`src/rtl/enigma_pkg.sv`:
```
// ============================================================================
//  Package     : enigma_pkg
//  Description : Shared widths, alphabet constants, default notch positions,
//                stepper FSM state type and letter/position helper functions.
//  Revision    : 1.0  initial release
// ============================================================================
`default_nettype none

package enigma_pkg;

    localparam int LETTER_W = 5;
    localparam int ALPHABET = 26;

    // Highest legal rotate offset and the alphabet size as 5-bit values.
    localparam logic [LETTER_W-1:0] C_LAST_POS = 5'd25;
    localparam logic [LETTER_W-1:0] C_ALPHA_5  = 5'd26;

    // Default notch positions of the three rotors.
    localparam logic [LETTER_W-1:0] C_NOTCH1_DEF = 5'd16;
    localparam logic [LETTER_W-1:0] C_NOTCH2_DEF = 5'd4;
    localparam logic [LETTER_W-1:0] C_NOTCH3_DEF = 5'd21;

    typedef enum logic [1:0] {
        IDLE = 2'd0,
        STEP = 2'd1,
        HOLD = 2'd2
    } state_e;

    // A keypress letter is legal when it encodes A..Z as 1..26.
    function automatic logic letter_ok(input logic [LETTER_W-1:0] l);
        return (l != '0) && (l <= C_ALPHA_5);
    endfunction

    // Fold a raw 5-bit start position into 0..25 (26..31 map to 0..5).
    function automatic logic [LETTER_W-1:0] reduce26(input logic [LETTER_W-1:0] v);
        return (v >= C_ALPHA_5) ? (v - C_ALPHA_5) : v;
    endfunction

endpackage

`default_nettype wire

```
`src/rtl/rotor_pos_ctr.sv`:
```
// ============================================================================
//  Module      : rotor_pos_ctr
//  Description : Mod-26 rotor position register with step enable, start
//                position load (26..31 folded to 0..5) and a notch compare
//                on the current (pre-step) position.
//  Revision    : 1.0  initial release
// ============================================================================
`default_nettype none

module rotor_pos_ctr
    import enigma_pkg::*;
#(
    parameter logic [LETTER_W-1:0] NOTCH = C_NOTCH1_DEF
) (
    input  logic                clk,
    input  logic                rst_n,
    input  logic                step_i,
    input  logic                load_i,
    input  logic [LETTER_W-1:0] load_val_i,
    output logic [LETTER_W-1:0] pos_o,
    output logic                at_notch_o
);

    logic [LETTER_W-1:0] pos_q;
    logic [LETTER_W-1:0] pos_d;

    // Next position: load beats step; a step wraps 25 back to 0.
    always_comb begin
        pos_d = pos_q;
        if (load_i) begin
            pos_d = reduce26(load_val_i);
        end else if (step_i) begin
            pos_d = (pos_q == C_LAST_POS) ? '0 : (pos_q + 5'd1);
        end
    end

    // Position register.
    always_ff @(posedge clk or negedge rst_n) begin
        if (!rst_n) begin
            pos_q <= '0;
        end else begin
            pos_q <= pos_d;
        end
    end

    assign pos_o      = pos_q;
    assign at_notch_o = (pos_q == NOTCH);

endmodule

`default_nettype wire

```
`src/rtl/rotor_stepper.sv`:
```
// ============================================================================
//  Module      : rotor_stepper
//  Description : Keypress front end of the rotor path. Captures one letter per
//                keypress, advances three rotor positions with odometer and
//                double-step carry, and presents letter plus post-step rotate
//                offsets to the rotor stages with a valid/ready handshake.
//                Optional build macro ROTOR_STEP_COUNT_EN adds a saturating
//                16-bit step counter output (step_count).
//  Revision    : 1.0  initial release
// ============================================================================
`default_nettype none

module rotor_stepper
    import enigma_pkg::*;
#(
    parameter logic [LETTER_W-1:0] NOTCH1 = C_NOTCH1_DEF,
    parameter logic [LETTER_W-1:0] NOTCH2 = C_NOTCH2_DEF,
    parameter logic [LETTER_W-1:0] NOTCH3 = C_NOTCH3_DEF
) (
    input  logic                clk,
    input  logic                rst_n,
    input  logic                in_valid,
    input  logic [LETTER_W-1:0] in_letter,
    output logic                in_ready,
    input  logic                load,
    input  logic [LETTER_W-1:0] load_pos1,
    input  logic [LETTER_W-1:0] load_pos2,
    input  logic [LETTER_W-1:0] load_pos3,
    output logic [LETTER_W-1:0] rot1,
    output logic [LETTER_W-1:0] rot2,
    output logic [LETTER_W-1:0] rot3,
    output logic                out_valid,
    output logic [LETTER_W-1:0] out_letter,
    input  logic                out_ready
`ifdef ROTOR_STEP_COUNT_EN
    ,
    output logic [15:0]         step_count
`endif
);

    state_e              state_q;
    state_e              state_d;
    logic                out_valid_q;
    logic                out_valid_d;
    logic [LETTER_W-1:0] letter_q;
    logic [LETTER_W-1:0] letter_d;
    logic                w_step;

    logic                w_notch1;
    logic                w_notch2;
    logic                w_notch3;
    logic                w_unused_notch3;

    // Next state, letter capture and step strobe; load aborts everything.
    always_comb begin
        state_d     = state_q;
        out_valid_d = out_valid_q;
        letter_d    = letter_q;
        w_step      = 1'b0;
        if (load) begin
            state_d     = IDLE;
            out_valid_d = 1'b0;
        end else begin
            case (state_q)
                IDLE: begin
                    // Illegal letters are consumed here without stepping.
                    if (in_valid && letter_ok(in_letter)) begin
                        letter_d = in_letter;
                        state_d  = STEP;
                    end
                end
                STEP: begin
                    w_step      = 1'b1;
                    out_valid_d = 1'b1;
                    state_d     = HOLD;
                end
                HOLD: begin
                    if (out_ready) begin
                        out_valid_d = 1'b0;
                        state_d     = IDLE;
                    end
                end
                default: begin
                    state_d     = IDLE;
                    out_valid_d = 1'b0;
                end
            endcase
        end
    end

    // FSM state, output valid and captured letter registers.
    always_ff @(posedge clk or negedge rst_n) begin
        if (!rst_n) begin
            state_q     <= IDLE;
            out_valid_q <= 1'b0;
            letter_q    <= '0;
        end else begin
            state_q     <= state_d;
            out_valid_q <= out_valid_d;
            letter_q    <= letter_d;
        end
    end

    // Carry decisions use pre-step positions; rotor2 double-steps on its own notch.
    rotor_pos_ctr #(.NOTCH(NOTCH1)) u_rotor1 (
        .clk        (clk),
        .rst_n      (rst_n),
        .step_i     (w_step),
        .load_i     (load),
        .load_val_i (load_pos1),
        .pos_o      (rot1),
        .at_notch_o (w_notch1)
    );

    rotor_pos_ctr #(.NOTCH(NOTCH2)) u_rotor2 (
        .clk        (clk),
        .rst_n      (rst_n),
        .step_i     (w_step && (w_notch1 || w_notch2)),
        .load_i     (load),
        .load_val_i (load_pos2),
        .pos_o      (rot2),
        .at_notch_o (w_notch2)
    );

    rotor_pos_ctr #(.NOTCH(NOTCH3)) u_rotor3 (
        .clk        (clk),
        .rst_n      (rst_n),
        .step_i     (w_step && w_notch2),
        .load_i     (load),
        .load_val_i (load_pos3),
        .pos_o      (rot3),
        .at_notch_o (w_notch3)
    );

    // Rotor3 notch would only matter to a fourth rotor, which does not exist.
    assign w_unused_notch3 = w_notch3;

    assign in_ready   = (state_q == IDLE);
    assign out_valid  = out_valid_q;
    assign out_letter = letter_q;

`ifdef ROTOR_STEP_COUNT_EN
    logic [15:0] step_count_q;

    // Saturating count of STEP edges, cleared by load.
    always_ff @(posedge clk or negedge rst_n) begin
        if (!rst_n) begin
            step_count_q <= '0;
        end else if (load) begin
            step_count_q <= '0;
        end else if (w_step && (step_count_q != 16'hFFFF)) begin
            step_count_q <= step_count_q + 16'd1;
        end
    end

    assign step_count = step_count_q;
`endif

endmodule

`default_nettype wire

```
`config.mk`:
```
export PLATFORM = sky130hd
export DESIGN_NAME = rotor_stepper
export DESIGN_NICKNAME = d
export VERILOG_FILES = /design/src/rtl/enigma_pkg.sv /design/src/rtl/rotor_pos_ctr.sv /design/src/rtl/rotor_stepper.sv
export SDC_FILE = /design/constraint.sdc
export NUM_CORES = 1
export LEC_CHECK = 0
export CAP_MARGIN = 30
export CORE_ASPECT_RATIO = 0.9
export CORE_UTILIZATION = 25
export CTS_CLUSTER_DIAMETER = 150
export DETAILED_ROUTE_END_ITERATION = 8
export SYNTH_ARGS = -nofsm -noshare
export SYNTH_HDL_FRONTEND = slang
export SYNTH_SLANG_ARGS = --single-unit
```
`constraint.sdc`:
```
create_clock -name clk -period 2.1 [get_ports clk]
set_input_delay 0.42 -clock clk [delete_from_list [all_inputs] [get_ports clk]]
set_output_delay 0.42 -clock clk [all_outputs]
set_load 0.1 [all_outputs]
```
# Yosys cells after proc, flatten, opt, wreduce, memory -nomap -nowiden
# Index checks and enable logic that the tools add are counted.
dict set report word_totals {
  memories 0
  latch_bits 0
  output_inout_bits 22
  word_cells 61
  ff_bits 23
  mem_bits_ro 0
  inputBits 25
  ramBits 0
}
dict set report classes {
  eq_ne 10
  div 0
  n_bitwise 1
  addsub 6
  n_mul 0
  shift 0
  magnitude_cmp 4
  n_reduce_logical 13
  n_mux 21
}
# cell count
set ops {}
lappend ops {{2-to-1 mux 5 bit} 12}
lappend ops {{== test 5 bit (second input constant)} 4}
lappend ops {{adder 5 x 1 -> 5 bit (second input constant)} 3}
lappend ops {{>= comparator 5 bit (second input constant)} 3}
lappend ops {{subtractor 5 bit (second input constant)} 3}
lappend ops {{2-to-1 mux 2 bit} 3}
lappend ops {{case mux 2 bit (3 select lines)} 1}
lappend ops {{nonzero test 2 bit} 3}
lappend ops {{== test 5 x 3 -> 1 bit (second input constant)} 1}
lappend ops {{<= comparator 5 bit (second input constant)} 1}
lappend ops {{nonzero test 5 bit} 1}
lappend ops {{logical AND 1 bit} 4}
lappend ops {{2-to-1 mux 1 bit} 4}
lappend ops {{AND reduction 2 bit} 2}
lappend ops {{inequality test 3 x 1 -> 1 bit (second input constant)} 1}
lappend ops {{inequality test 3 bit (second input constant)} 1}
lappend ops {{case mux 1 bit (3 select lines)} 1}
lappend ops {{AND reduction 3 bit} 1}
lappend ops {{== test 2 x 1 -> 1 bit (second input constant)} 1}
lappend ops {{== test 2 bit (second input constant)} 1}
lappend ops {{zero test 2 bit} 1}
lappend ops {{inequality test 2 x 1 -> 1 bit (second input constant)} 1}
lappend ops {{logical OR 1 bit} 1}
lappend ops {{NOT 1 bit} 1}

# Longest topological paths before layout
# Gate-level depths: netlist of run 1.
dict set report logic_depth {
  depth_word 6
  depth_mapped 7
  depth_no_buf 6
}

# Modules after synthesis
# From an unflattened synthesis of run 1, not the netlist that was laid out.
dict set report hier_totals {
  cells_unflattened 203
  area_unflattened_um2 1741.7
}
# mod n_inst cells_per_inst seq_area_each_um2 area_per_inst_um2
set modules_own_cells {}
lappend modules_own_cells {rotor_stepper 1 51 200.2 471.7}
lappend modules_own_cells {{rotor_pos_ctr (u_rotor2)} 1 53 125.1 437.9}
lappend modules_own_cells {{rotor_pos_ctr (u_rotor1)} 1 51 125.1 434.2}
lappend modules_own_cells {{rotor_pos_ctr (u_rotor3)} 1 48 125.1 397.9}

# Worst setup path after synthesis of run 1
# OpenSTA, ideal clock, no wires.
dict set report synth_path {
  kind {register -> register}
  start {reg u_rotor2.pos_q[0] (netlist: u_rotor2.pos_o[0])}
  end {reg u_rotor2.pos_q[3] (netlist: u_rotor2.pos_o[3])}
  setup_ps 124
  required_ps 1976
  path_buffers 0
  path_stages_with_launch 7
  path_slack_ps -223
  arrival_time_ps 2199
  period_less_slack_ps 2323
  path_cell_list {dfrtp_1 > inv_1 > ha_1 > and4bb_1 > a22oi_4 > nor3_1 > o31a_1}
}
dict set report synth_between {
  elab_chain_cells 4
  elab_cells_between_ends 9
  classes_between {1 x add/sub; 2 x eq/ne; 3 x mux; 3 x reduce/logical}
}
# element line_no
set synth_lines {}
lappend synth_lines {{start: declaration} rotor_pos_ctr.sv:24} ;# logic [LETTER_W-1:0] pos_q;
lappend synth_lines {{start signal: assignment} rotor_pos_ctr.sv:42} ;# pos_q <= pos_d;
lappend synth_lines {{adder 5 x 1 -> 5 bit (tied with other cells)} rotor_pos_ctr.sv:33} ;# pos_d = (pos_q == C_LAST_POS) ? '0 : (pos_q + 5'd1);
lappend synth_lines {{2-to-1 mux 5 bit / logical OR 1 bit (equally long branches)} {rotor_pos_ctr.sv:33, rotor_stepper.sv:118}}
lappend synth_lines {{2-to-1 mux 5 bit / logical AND 1 bit (equally long branches)} {rotor_pos_ctr.sv:32, rotor_stepper.sv:118}}
lappend synth_lines {{2-to-1 mux 5 bit / nonzero test 2 bit (equally long branches)} n/a}
# Several ways; a longest one is shown, not always the timed one. The select of a mux whose other input is x is not followed.
# A chain may end at the register's enable or synchronous reset.

# Final worst setup path of run 1
dict set report layout_path {
  start {in in_letter[4]}
  end {reg letter_q[1] (netlist: out_letter[1])}
}
dict set report layout_between {
  elab_chain_cells 4
  elab_cells_between_ends 5
  classes_between {1 x order compare; 4 x reduce/logical}
}
# element line_no
set layout_lines {}
lappend layout_lines {{start: declaration} rotor_stepper.sv:23} ;# input logic [LETTER_W-1:0] in_letter,
lappend layout_lines {{<= comparator 5 bit / nonzero test 5 bit (equally long branches)} enigma_pkg.sv:31} ;# return (l != '0) && (l <= C_ALPHA_5);
lappend layout_lines {{logical AND 1 bit *} enigma_pkg.sv:31}
lappend layout_lines {{logical AND 1 bit *} rotor_stepper.sv:67} ;# if (in_valid && letter_ok(in_letter)) begin
lappend layout_lines {{AND reduction 3 bit (no source line) *} n/a}
lappend layout_lines {{end signal: assignment} rotor_stepper.sv:100} ;# letter_q <= letter_d;
lappend layout_lines {{end: declaration} rotor_stepper.sv:45} ;# logic [LETTER_W-1:0] letter_q;
# Mark *: on every way between the ends. The rest lies on a longest branch, timed or not.

==> results.toml, run 1 <==
[grt]
overflow = 0
wire_length_of_the_first_global_routing_pass_um = 6948
antenna_violations_before_repair = 0
largest_net_degree_at_the_start_of_global_routing = 24
vias_in_the_first_global_route = 1459
grt_use_total_pct = 12.50

[sta]
finalSetupViolCount = 0
worst_margin_slew_ns = 0.4505
worst_slew_margin_rel_pct = 69.57
fmax_mhz = 527.2
worst_hold_slack_ns = 0.5086
final.setup_skew_ns = 0.003224
final-hold-violation-count = 0
drv_slew = 0
finalCriticalPeriod_ns = 1.897
grt_setup_unrepaired = "false"
timing.final.crit_share_pct = 90.32

[die]
placeableCoreArea_mm2 = 0.006250
ios = 47
initial_utilization_pct = 26.49
die_width_um = 87.78
die_y_um = 79.20
floorplan.die_area_mm2 = 0.006951
number_of_standard_cell_rows_in_the_floorplan = 27

[route]
detail_route.drc_violations = 0
antenna_violating_nets_post_route = 0
routed_wire_length_per_instance_um = 12.83
post_detailed_routing_wire_length_um = 4055
detail_route.vias_per_cell = 4.782
detailedRoute.firstPassIterationCount = 4
dr.first_iter.drc_count = 49
vias = 1511

[yosys]
dominant_cells_by_area_after_synthesis = "sky130_fd_sc_hd__dfrtp_1 (35%), sky130_fd_sc_hd__ha_1 (8.3%), sky130_fd_sc_hd__mux2_4 (4.5%)"
async_flop_share_pct = 100.0
post_synthesis_net_count = 215
ys_types = 48
cell_count_after_synthesis = 179
synth_flop_cell = "sky130_fd_sc_hd__dfrtp_1"
synthDominantCellAreaShare_pct = 34.77
synth_area_mm2 = 0.001655
yosysWarnings = 0
ys_ff_latch = 23
avg_inst_size_synth_um2 = 9.248
synth_enable_flop_cells = 0
synth-seq-area-share_pct = 34.77
synthDominantAreaCellType = "sky130_fd_sc_hd__dfrtp_1"

[cells_and_area]
mostFrequentLayoutCell = "sky130_fd_sc_hd__buf_4"
finalInstanceArea_mm2 = 0.002251
area_growth_pct = 35.98
finish.cell_count_without_fillers = 316
final_util_pct = 36.02
final.fill_count = 642
drive_above_1_share_pct = 19.65
antenna_diode_count = 0
layout.cells.most_common_list = "sky130_fd_sc_hd__buf_4 (26), sky130_fd_sc_hd__clkdlybuf4s50_1 (24), sky130_fd_sc_hd__dfrtp_1 (19), sky130_fd_sc_hd__inv_1 (18), sky130_fd_sc_hd__o21ai_0 (15)"
finalNetCount = 266

[clocking]
clkSlewWorstSetupHoldPaths_ns = 0.09
holdBufCountCts = 0
clk_latency_ns = 0.26
clock_tree_from_tritoncts = "done"
postCtsResizedCells = 0
cts.repair_timing.setup_buffer_count = 0
h-tree-depth = 1
clockBufferDepth = 2
tritoncts_buffers = 3
clock_sinks = 23
clock_root_buffer = "sky130_fd_sc_hd__clkbuf_8"

[setup_path]
worstSetupEndpointType = "flop"
critical_path.startpoint_type = "input pin"
criticalPathCategory = "in2reg"
required_arrival_time_at_the_worst_endpoint_ns = 2.25
timing.critical_path.arrival_ns = 2.05
path_max_fanout = 6

[place]
detailed_place.area_mm2 = 0.002206
finalWeightedCongestion = 0.7250
detailed_place_hpwl_um = 3060
port-buffer-count = 46
dp_cells = 312

[pwr]
ir_drop_v = 0.0004587
total_leakage_power_nw = 0.9929
p_per_area_mw_per_mm2 = 771.5
power.total_w = 0.001737

[worst_hold_path]
hold_removal_path_class = "in2async"

[outcome]
result_of_the_run = "finished clean"

[run]
max_cap_violations = 0
## final cells by class
cell class	count	area, µm²	share of cell area (%)
repair buffers	51	455.4	20.23
well taps	87	108.9	4.836
inverters	18	67.56	3.002
flip-flops and latches	23	580.6	25.79
multi-input cells	133	993.5	44.14
clock buffers	4	45.04	2.001
## sequential cells by signal, indices dropped and copies added, names as in the netlist
register	cells
out_valid	1
u_rotor3.pos_o	5
u_rotor2.pos_o	5
u_rotor1.pos_o	5
state_q	2
out_letter	5
## final timing paths
| path | startpoint | end | slack, ns | depth (start not counted) |
|---|---|---|---|---|
| setup / recovery | in_letter[4] | out_letter[1] | 0.20 | 5 |
| hold / removal | rst_n | u_rotor1.pos_o[3] | 0.51 | 2 |
| setup reg to reg | u_rotor2.pos_o[0] | u_rotor2.pos_o[3] | 0.34 | 6 |
| hold reg to reg | out_letter[4] | out_letter[4] | 0.52 | 1 |
| max in group asynchronous | rst_n | u_rotor2.pos_o[1] | 1.33 | 2 |
| min in group clk | out_letter[4] | out_letter[4] | 0.52 | 1 |
## cells by family (layout without fill, tap and decap cells)
logic type / count (synthesis) / after routing / share of synthesized area (%)
xor gates and xnor gates: 1 / 1 / 0.5292
and+or+nand+nor: 62 / 62 / 21.62
AOI/OAI and AO/OA: 51 / 51 / 23.05
buffers and inverters: 23 / 73 / 5.366
muxes: 8 / 8 / 6.349
adders and majority gates: 11 / 11 / 8.314
DFF: 23 / 23 / 34.77
## worst max-delay path, cell delays in order
cell	delay, ns
sky130_fd_sc_hd__clkdlybuf4s50_1	0.48
sky130_fd_sc_hd__or4_1	0.56
sky130_fd_sc_hd__o21ai_2	0.18
sky130_fd_sc_hd__a31oi_4	0.09
sky130_fd_sc_hd__mux2_4	0.33
## per-layer routing
| metal | GRT usage (%) | routed length (µm) | vias up |
|---|---|---|---|
| met3 | 3.119 | 162 | 2 |
| li1 | - | - | 761 |
| met5 | 0 | 0 | - |
| met1 | 17.12 | 2114 | 723 |
| met2 | 20.08 | 1762 | 25 |
| met4 | 1.967 | 15 | 0 |
## cells in the mapped netlist (all sizes together), types with 2 or more instances
| cell type | number |
|---|---|
| o311ai | 2 |
| a21oi | 3 |
| nor2b | 6 |
| nand2 | 6 |
| clkbuf | 2 |
| o21a | 4 |
| mux2 | 5 |
| nand4 | 4 |
| mux2i | 3 |
| dfrtp | 23 |
| a22oi | 2 |
| nor2 | 11 |
| a211oi | 3 |
| o211ai | 9 |
| nand2b | 6 |
| and3 | 2 |
| a211o | 3 |
| inv | 18 |
| nor3 | 3 |
| ha | 11 |
| buf | 3 |
| and4bb | 2 |
| o21ai | 16 |
| nand3 | 13 |
## where the power goes
group	switching, W	internal (W)
clock network	0.000148	0.000136
registers	0.0000757	0.000506
logic	0.000627	0.000244
total	0.000851	0.000886
## stage by stage
step,setup TNS (ns),worst slack [ns]
floorplan,0,0.03666
global placement,-0.2373,-0.04807
detailed placement,-0.4159,-0.08963
CTS,0,0.1955
global route,0,0.1891
finish,0,0.2032
Note: power is estimated with default switching activity, not from simulation.
==> inputs of run 2 (changes only) <==
- GPL_TIMING_DRIVEN: default -> 0
==> run 2 against run 1 <==
Net effect:
- via count is 1.4% higher
- global-route usage is 0.13 points higher
- register-to-register slack gained 0.03 ns
- die area is the same
- sequential power barely moved
- clock power about the same
- non-clock buffer count is the same
- first-iteration DRC count increased by 110%
- core utilization rose by 0.080 points
==> results.toml, run 2 (synthesis gave the netlist of run 1 again) <==
[die]
placeableCoreArea_mm2 = 0.006250
die_y_um = 79.20
die_width_um = 87.78
number_of_standard_cell_rows_in_the_floorplan = 27
initial_utilization_pct = 26.49
ios = 47
floorplan.die_area_mm2 = 0.006951

[grt]
gr-usage-met2_pct = 19.46
met3_track_demand_over_resource_pct = 3.430
grt_use_total_pct = 12.63
grt.met1_usage_pct = 17.63
wire_length_of_the_first_global_routing_pass_um = 6982
largest_net_degree_at_the_start_of_global_routing = 15
overflow = 0
vias_in_the_first_global_route = 1473
antenna_violations_before_repair = 0
grt_most_used_layer = "met2"

[route]
detailedRoute.firstPassIterationCount = 4
post_detailed_routing_wire_length_um = 4059
detail_route.vias_per_cell = 4.848
antenna_violating_nets_post_route = 0
detail_route.drc_violations = 0
routed_wire_length_per_instance_um = 12.84
vias = 1532
dr.first_iter.drc_count = 102

[clocking]
clkSlewWorstSetupHoldPaths_ns = 0.09
clock_sinks = 23
clockBufferDepth = 2
clk_latency_ns = 0.27
tritoncts_buffers = 3
h-tree-depth = 1
clock_root_buffer = "sky130_fd_sc_hd__clkbuf_8"
clock_tree_from_tritoncts = "done"
holdBufCountCts = 0

[place]
detailed_place_hpwl_um = 3045
port-buffer-count = 45
dp_cells = 312
pre_cts_slack_ns = -0.06735
finalWeightedCongestion = 0.7759

[sta]
timing.final.crit_share_pct = 95.96
finalCriticalPeriod_ns = 2.015
worst_slew_margin_rel_pct = 35.91
worst_hold_slack_ns = 0.4823
final.setup.worst_slack_ns = 0.08490
final.setup_skew_ns = 0.006946
finalSetupViolCount = 0
fmax_mhz = 496.3
grt_setup_unrepaired = "false"
final-hold-violation-count = 0
worst_margin_slew_ns = 0.9652
drv_slew = 0
tns_ns = 0

[setup_path]
critical_path.slowest_cell = "sky130_fd_sc_hd__clkdlybuf4s15_1"
required_arrival_time_at_the_worst_endpoint_ns = 1.68
path_max_fanout = 6
criticalPathCategory = "reg2out"
worstPathBufferInverterCount = 1
critical-path-max-stage-delay_ns = 0.86
worstSetupEndpointType = "primary output"
critical_path.startpoint_type = "flop"
chain_of_cells_forming_the_critical_path = "clkdlybuf4s15_1"
timing.critical_path.arrival_ns = 1.60
cpLargestDelayFamily = "buffers and inverters"

[worst_hold_path]
hold_removal_path_class = "in2async"

[pwr]
ir_drop_v = 0.0003521
total_leakage_power_nw = 0.9940
p_per_area_mw_per_mm2 = 755.6
power.total_w = 0.001705

[cells_and_area]
antenna_diode_count = 0
mostFrequentLayoutCell = "sky130_fd_sc_hd__clkdlybuf4s50_1"
final.fill_count = 637
layout.cells.most_common_list = "sky130_fd_sc_hd__clkdlybuf4s50_1 (23), sky130_fd_sc_hd__dfrtp_1 (19), sky130_fd_sc_hd__inv_1 (18), sky130_fd_sc_hd__dlygate4sd2_1 (18), sky130_fd_sc_hd__o21ai_0 (15)"
finalNetCount = 266
drive_above_1_share_pct = 10.04
area_growth_pct = 36.28
finish.cell_count_without_fillers = 316

[outcome]
result_of_the_run = "finished clean"

[run]
max_cap_violations = 0
## run 2: cell count changes in the layout (fill, tap and decap cells not counted), sizes merged
| cell | change |
|---|---|
| clkdlybuf4s50 | -1 |
| dlygate4sd2 | +18 |
| clkbuf | +3 |
| clkdlybuf4s15 | +3 |
| buf | -23 |
## run 2: timing repair
action | in CTS | in global routing
endpoints found under the setup margin | 22 | 3
buffers inserted | 0 | 0
gates cloned | 0 | 0
pin swaps | 0 | 0
resized for setup | 24 | 4
## run 2: where the power goes
group | switching (W) | leakage [nW] | internal [W]
clock network | 0.000148 | 0.0228 | 0.000136
logic | 0.000627 | 0.695 | 0.000215
registers | 0.0000723 | 0.276 | 0.000506
total | 0.000848 | 0.994 | 0.000857
## run 2: worst paths after layout
check,slack [ns],cells after the start,endpoint,from
setup / recovery,0.08,1,rot1[3],u_rotor1.pos_o[3]
hold / removal,0.48,1,u_rotor1.pos_o[3],rst_n
setup reg to reg,0.37,6,u_rotor2.pos_o[3],u_rotor2.pos_o[0]
hold reg to reg,0.52,1,out_letter[3],out_letter[3]
max in group asynchronous,1.12,2,u_rotor2.pos_o[1],rst_n
min in group clk,0.52,1,out_letter[3],out_letter[3]
## run 2: area by class of cell
class / instances / area [µm²] / share of cell area, %
tap: 87 / 108.9 / 4.825
multi-input combinational: 133 / 993.5 / 44.04
clock buffer: 4 / 45.04 / 1.997
sequential: 23 / 580.6 / 25.73
buffer: 5 / 21.27 / 0.9429
timing repair buffer: 46 / 439.2 / 19.47
inverter: 18 / 67.56 / 2.995
## run 2: metrics by stage
stage / utilization [%] / cell area [µm²]
after CTS: 36.12 / 2257
after detailed placement: 35.80 / 2237
after floorplan: - / 1663
after global placement: 35.56 / 2222
final: 36.10 / 2256
after global routing: 36.10 / 2256
## run 2: per-layer routing
metal	share of wire [%]	vias up
met3	5.8	2
met2	44	40
li1	-	764
met5	0	-
met4	0.39	0
met1	50	726
